### src/rtl/kmeans_argmin_tracker.sv
// ---------------------------------------------------------------------------
// kmeans_argmin_tracker
//
// Streaming nearest-centroid selector for the K-means assignment stage.
// One packet of per-cluster distances arrives one beat per cycle, each beat
// tagged with its cluster index. The tracker keeps a running minimum and,
// once the last beat has been taken, presents the winning index, its
// distance and the beat count (saturating) until downstream accepts it.
//
// Ports
//   clk        rising-edge clock
//   reset      asynchronous, active-high reset
//   in_valid   distance beat valid
//   in_ready   tracker accepts a beat (IDLE/ACCUM, low while reset)
//   in_dist    unsigned distance, DW bits
//   in_idx     cluster index of in_dist, IW bits
//   in_last    final beat of the packet
//   out_valid  result valid (HOLD)
//   out_ready  downstream accepts the result
//   out_idx    index of the minimum distance
//   out_dist   minimum distance
//   out_count  beats in the packet, saturating at 2^CW-1
// ---------------------------------------------------------------------------
module kmeans_argmin_tracker #(
   parameter int DW = 64,
   parameter int IW = 3,
   parameter int CW = 8
) (
   input  logic          clk,
   input  logic          reset,
   input  logic          in_valid,
   output logic          in_ready,
   input  logic [DW-1:0] in_dist,
   input  logic [IW-1:0] in_idx,
   input  logic          in_last,
   output logic          out_valid,
   input  logic          out_ready,
   output logic [IW-1:0] out_idx,
   output logic [DW-1:0] out_dist,
   output logic [CW-1:0] out_count
);

   typedef enum logic [1:0] {IDLE, ACCUM, HOLD} state_t;

   localparam logic [DW-1:0] DIST_MAX  = {DW{1'b1}};
   localparam logic [CW-1:0] COUNT_ONE = {{(CW-1){1'b0}}, 1'b1};

   state_t        state_q, state_d;
   logic [DW-1:0] min_q, min_d;
   logic [IW-1:0] best_q, best_d;
   logic [CW-1:0] count_q, count_d;
   logic [IW-1:0] out_idx_q, out_idx_d;
   logic [DW-1:0] out_dist_q, out_dist_d;
   logic [CW-1:0] out_count_q, out_count_d;
   logic          beat_fire;

   function automatic logic [CW-1:0] sat_inc(input logic [CW-1:0] c);
      if (&c) return c;
      return c + 1'b1;
   endfunction

   // in_ready is a function of state only, gated low while reset is held.
   assign in_ready  = !reset && (state_q != HOLD);
   assign out_valid = (state_q == HOLD);
   assign out_idx   = out_idx_q;
   assign out_dist  = out_dist_q;
   assign out_count = out_count_q;
   assign beat_fire = in_valid && in_ready;

   always_comb begin
      state_d     = state_q;
      min_d       = min_q;
      best_d      = best_q;
      count_d     = count_q;
      out_idx_d   = out_idx_q;
      out_dist_d  = out_dist_q;
      out_count_d = out_count_q;
      case (state_q)
         IDLE: begin
            if (beat_fire) begin
               // First beat always loads, so an all-ones packet still
               // reports the first beat's index.
               min_d   = in_dist;
               best_d  = in_idx;
               count_d = COUNT_ONE;
               state_d = in_last ? HOLD : ACCUM;
            end
         end
         ACCUM: begin
            if (beat_fire) begin
               // Strict compare: on ties the earliest beat keeps the win.
               if (in_dist < min_q) begin
                  min_d  = in_dist;
                  best_d = in_idx;
               end
               count_d = sat_inc(count_q);
               if (in_last) state_d = HOLD;
            end
         end
         HOLD: begin
            if (out_ready) begin
               state_d = IDLE;
               min_d   = DIST_MAX;
               best_d  = '0;
               count_d = '0;
            end
         end
         default: state_d = IDLE;
      endcase
      // Result registers capture the packet totals including the last beat.
      if (state_q != HOLD && state_d == HOLD) begin
         out_idx_d   = best_d;
         out_dist_d  = min_d;
         out_count_d = count_d;
      end
   end

   always_ff @(posedge clk or posedge reset) begin
      if (reset) begin
         state_q     <= IDLE;
         min_q       <= DIST_MAX;
         best_q      <= '0;
         count_q     <= '0;
         out_idx_q   <= '0;
         out_dist_q  <= DIST_MAX;
         out_count_q <= '0;
      end else begin
         state_q     <= state_d;
         min_q       <= min_d;
         best_q      <= best_d;
         count_q     <= count_d;
         out_idx_q   <= out_idx_d;
         out_dist_q  <= out_dist_d;
         out_count_q <= out_count_d;
      end
   end

endmodule
### config.mk
export PLATFORM = sky130hd
export DESIGN_NAME = kmeans_argmin_tracker
export DESIGN_NICKNAME = d
export VERILOG_FILES = /design/src/rtl/kmeans_argmin_tracker.sv
export SDC_FILE = /design/constraint.sdc
export NUM_CORES = 1
export LEC_CHECK = 0
export BUFFER_PORTS_ARGS = -buffer_cell sky130_fd_sc_hd__buf_2
export CAP_MARGIN = 20
export CORE_MARGIN = 5
export CORE_UTILIZATION = 63
export CTS_CLUSTER_DIAMETER = 100
export DETAILED_ROUTE_END_ITERATION = 12
export PLACE_DENSITY = 0.88
export SLEW_MARGIN = 10
export SYNTH_ARGS = -nofsm -noshare
export SYNTH_HDL_FRONTEND = slang
export SYNTH_SLANG_ARGS = --single-unit
export TNS_END_PERCENT = 30
### constraint.sdc
create_clock -name clk -period 10.2 [get_ports clk]
set_input_delay 1.53 -clock clk [delete_from_list [all_inputs] [get_ports clk]]
set_output_delay 1.53 -clock clk [all_outputs]
set_load 0.01 [all_outputs]
==> qor.csv <==
stage,metric,value,unit
synth,synth_nets,1363,
finish,finalNetCount,1442,
timing,timing.final.hold_violations,0,
global_route,grt-ovfl-total,0,
clock_network,h-tree-depth,4,
power_and_ir_drop,power_leakage,4.65,nW
clock_network,clockBufferDepth,2,
clock_network,clk_transition_reported_paths,0.06,ns
synth,synth_largest_area_cell,dfstp_2,
global_route,antenna_found_initial,2,
global_route,grt_max_degree,99,
timing,maxSlewViolCount,0,
timing,maxSlewHeadroom,28.8,%
finish,regArea,3970,um2
place,port_buffers,148,
place,dpl.hpwl,17.9,mm
die,chipHeight,137,um
clock_network,tritoncts,done,
detailed_routing,drtIter0Drc,1118,
finish,num-fill-cells,1160,
synth,yosys.area.top_type_share,33.2,%
global_route,grt_pass1_wl,45.8,mm
setup_path,reg2reg_depth,11,
die,die_x,137,um
die,initial_core_util,64.0,%
setup_path,critPathRequiredTime,10.49,ns
clock_network,cts_setup_buffers,0,
global_route,grt_usage,30.1,%
clock_network,cts_root_buf,clkbuf_16,
detailed_routing,detail_route.wl_per_cell,18.2,um
finish,area_delta_synth_final,13.2,%
synth,synth.distinct_cells,58,
timing,rsz0062_at_grt,no,
timing,fin_tns_setup,0,ns
die,rows,46,
clock_network,cts.sinks,152,
power_and_ir_drop,power,2.92,mW
setup_path,r2r_slack,5.55,ns
finish,multi_input_area,5520,um2
setup_path,cp-start-kind,primary input,
hold_path,hp-class,flip-flop to flip-flop,
synth,ys.flop_type,dfstp_2,
timing,setup_viol,0,
finish,drive_above_1_share,26.6,%
synth,syn-mean-instance-area,8.26,um2
detailed_routing,ant_nets,0,
synth,synth_warnings,0,
power_and_ir_drop,irDropWorstVdd,0.139,mV
hold_path,hold_path_startpoint,out_count[4]$_DFFE_PP0P_,
synth,syn-cell-area,10100,um2
timing,worst_slew_pin_slew,1.07,ns
global_route,grt_pass1_vias,9512,
timing,min_period,5.30,ns
status,status,finished clean,
synth,synth_area_leaders,"dfstp_2 33%, ha_1 7.9%, a21oi_1 7.6%",
timing,skew,0.0105,ns
synth,synth-edff-count,0,
synth,synth_seq_cells,152,
timing,fin_ws,4.90,ns
timing,fmax,0.189,GHz
hold_path,hold-path-cell-count,2,
clock_network,post_cts_resized,0,
detailed_routing,drt_wl_total,28.0,mm
die,die-area,18700,um2
detailed_routing,vias,9923,
clock_network,cts_made_buffers,17,
setup_path,critical_path_class,primary input to flip-flop,
place,place_ws,4.77,ns
setup_path,r2r-start,min_q[51]$_DFF_PP1_,
setup_path,arrival,5.59,ns
detailed_routing,firstDrtPassIters,5,
die,core_area,15800,um2
run,drv_cap,0,
power_and_ir_drop,p_per_area,255,nW/um2
detailed_routing,drt-vias-per-instance,6.46,
die,ios,149,
synth,syn_inst,1227,
clock_network,clock_latency,0.44,ns
synth,async_reset_ff_share,100,%
clock_network,hold_buffers,0,
detailed_routing,drc_errors,0,
setup_path,endpoint_kind,flip-flop,
place,gp_congestion,0.918,
setup_path,reg2reg_to,out_idx[1]$_DFFE_PP0P_,
hold_path,holdPathEnd,out_count[4]$_DFFE_PP0P_,
setup_path,worst-path-max-fanout,98,
timing,finalCritPeriodShare,52.0,%
synth,ys_seq_area_share,39.1,%
## cell families after synthesis
family,synth area share (%)
adders and majority gates,7.90
AOI/OAI and AO/OA,28.2
muxes,0.728
DFF,39.1
buffers and inverters,6.78
and+or+nand+nor,17.3
## state kept, by name (all words and copies together) (netlist names)
| register | flops |
|---|---|
| out_count | 8 |
| out_idx | 3 |
| count_q | 8 |
| state_q | 2 |
| min_q | 64 |
| best_q | 3 |
| out_dist | 64 |
## critical path, stage by stage
cell and delay, ns:
buf_2 0.13, ha_1 0.32, a21oi_1 0.13, o21ai_0 0.17, a2111oi_0 0.63, a21oi_1 0.26
nor3_4 0.29, nand3_4 0.70, buf_4 0.70, a211oi_1 0.52, o21ai_0 0.18
## synthesized netlist by cell type (all sizes together) (4+ instances only)
cell type,instances
a2111oi,4
a211oi,6
a21oi,153
a221oi,7
a2bb2oi,62
a31oi,42
a41oi,20
and2,5
and3,11
and4,5
buf,31
clkbuf,67
dfrtp,24
dfstp,128
ha,64
inv,66
mux2i,4
nand2,78
nand2b,4
nand3,86
nand4,13
nor2,161
nor3,13
o21ai,143
o32a,7
## power breakdown
part,internal [mW],switching (mW)
Combinational,0.490,0.652
Clock,0.415,0.257
Sequential,0.933,0.177
## cell type report
| class | instances | share of cell area (%) |
|---|---|---|
| timing repair buffer | 158 | 7.28 |
| clock inverter | 12 | 1.53 |
| antenna | 1 | 0.0218 |
| inverter | 67 | 2.24 |
| multi-input combinational | 910 | 48.1 |
| tap | 216 | 2.35 |
| clock buffer | 20 | 3.89 |
| sequential | 152 | 34.6 |
## per-layer routing
layer / part of all wire [%] / wire length, um / track usage [%]
met5: 0.039 / 11 / 0
met4: 2.9 / 818 / 11.2
met3: 8.6 / 2410 / 7.24
met2: 49 / 13600 / 49.7
met1: 40 / 11100 / 38.5
## cell usage in the layout, fill, tap and decap left out, types with 6 or more instances in the layout
cell / count
inv_1: 65
nor2_1: 159
buf_4: 9
nand2_1: 78
a41oi_1: 11
dfrtp_1: 23
a221oi_1: 7
dfstp_2: 128
o21ai_0: 128
o32a_1: 7
buf_2: 148
a31oi_1: 42
nand3_1: 84
ha_1: 64
a211oi_1: 6
o21ai_1: 13
a21oi_1: 153
nor3_1: 11
clkbuf_16: 17
nand4_1: 12
and3_1: 10
a2bb2oi_1: 62
a41oi_2: 9
## metrics by stage
step	utilization [%]	hold WS [ns]	instance area (um2)	std cells
6_report	72.5	0.471	11500	1536
5_1_grt	72.5	0.499	11500	1536
4_1_cts	72.5	0.476	11500	1535
3_5_place_dp	68.6	0.461	10900	1503
3_3_place_gp	68.4	0.456	10800	1502
2_1_floorplan	-	0.466	10100	1227
## worst max path at each step
stage / start / to / slack, ns / cells after the start
final: in_dist[51] / out_idx[1]$_DFFE_PP0P_ / 4.90 / 11
after CTS: in_dist[51] / out_idx[1]$_DFFE_PP0P_ / 4.99 / 11
after detailed placement: in_dist[62] / best_q[0]$_DFF_PP0_ / 4.77 / 11
after global routing: in_dist[51] / out_idx[1]$_DFFE_PP0P_ / 4.65 / 11
after floorplan: reset / best_q[0]$_DFF_PP0_ / 4.79 / 1
after global placement: in_dist[59] / min_q[41]$_DFF_PP1_ / 4.88 / 11
Power figures use the tool's default switching activity.
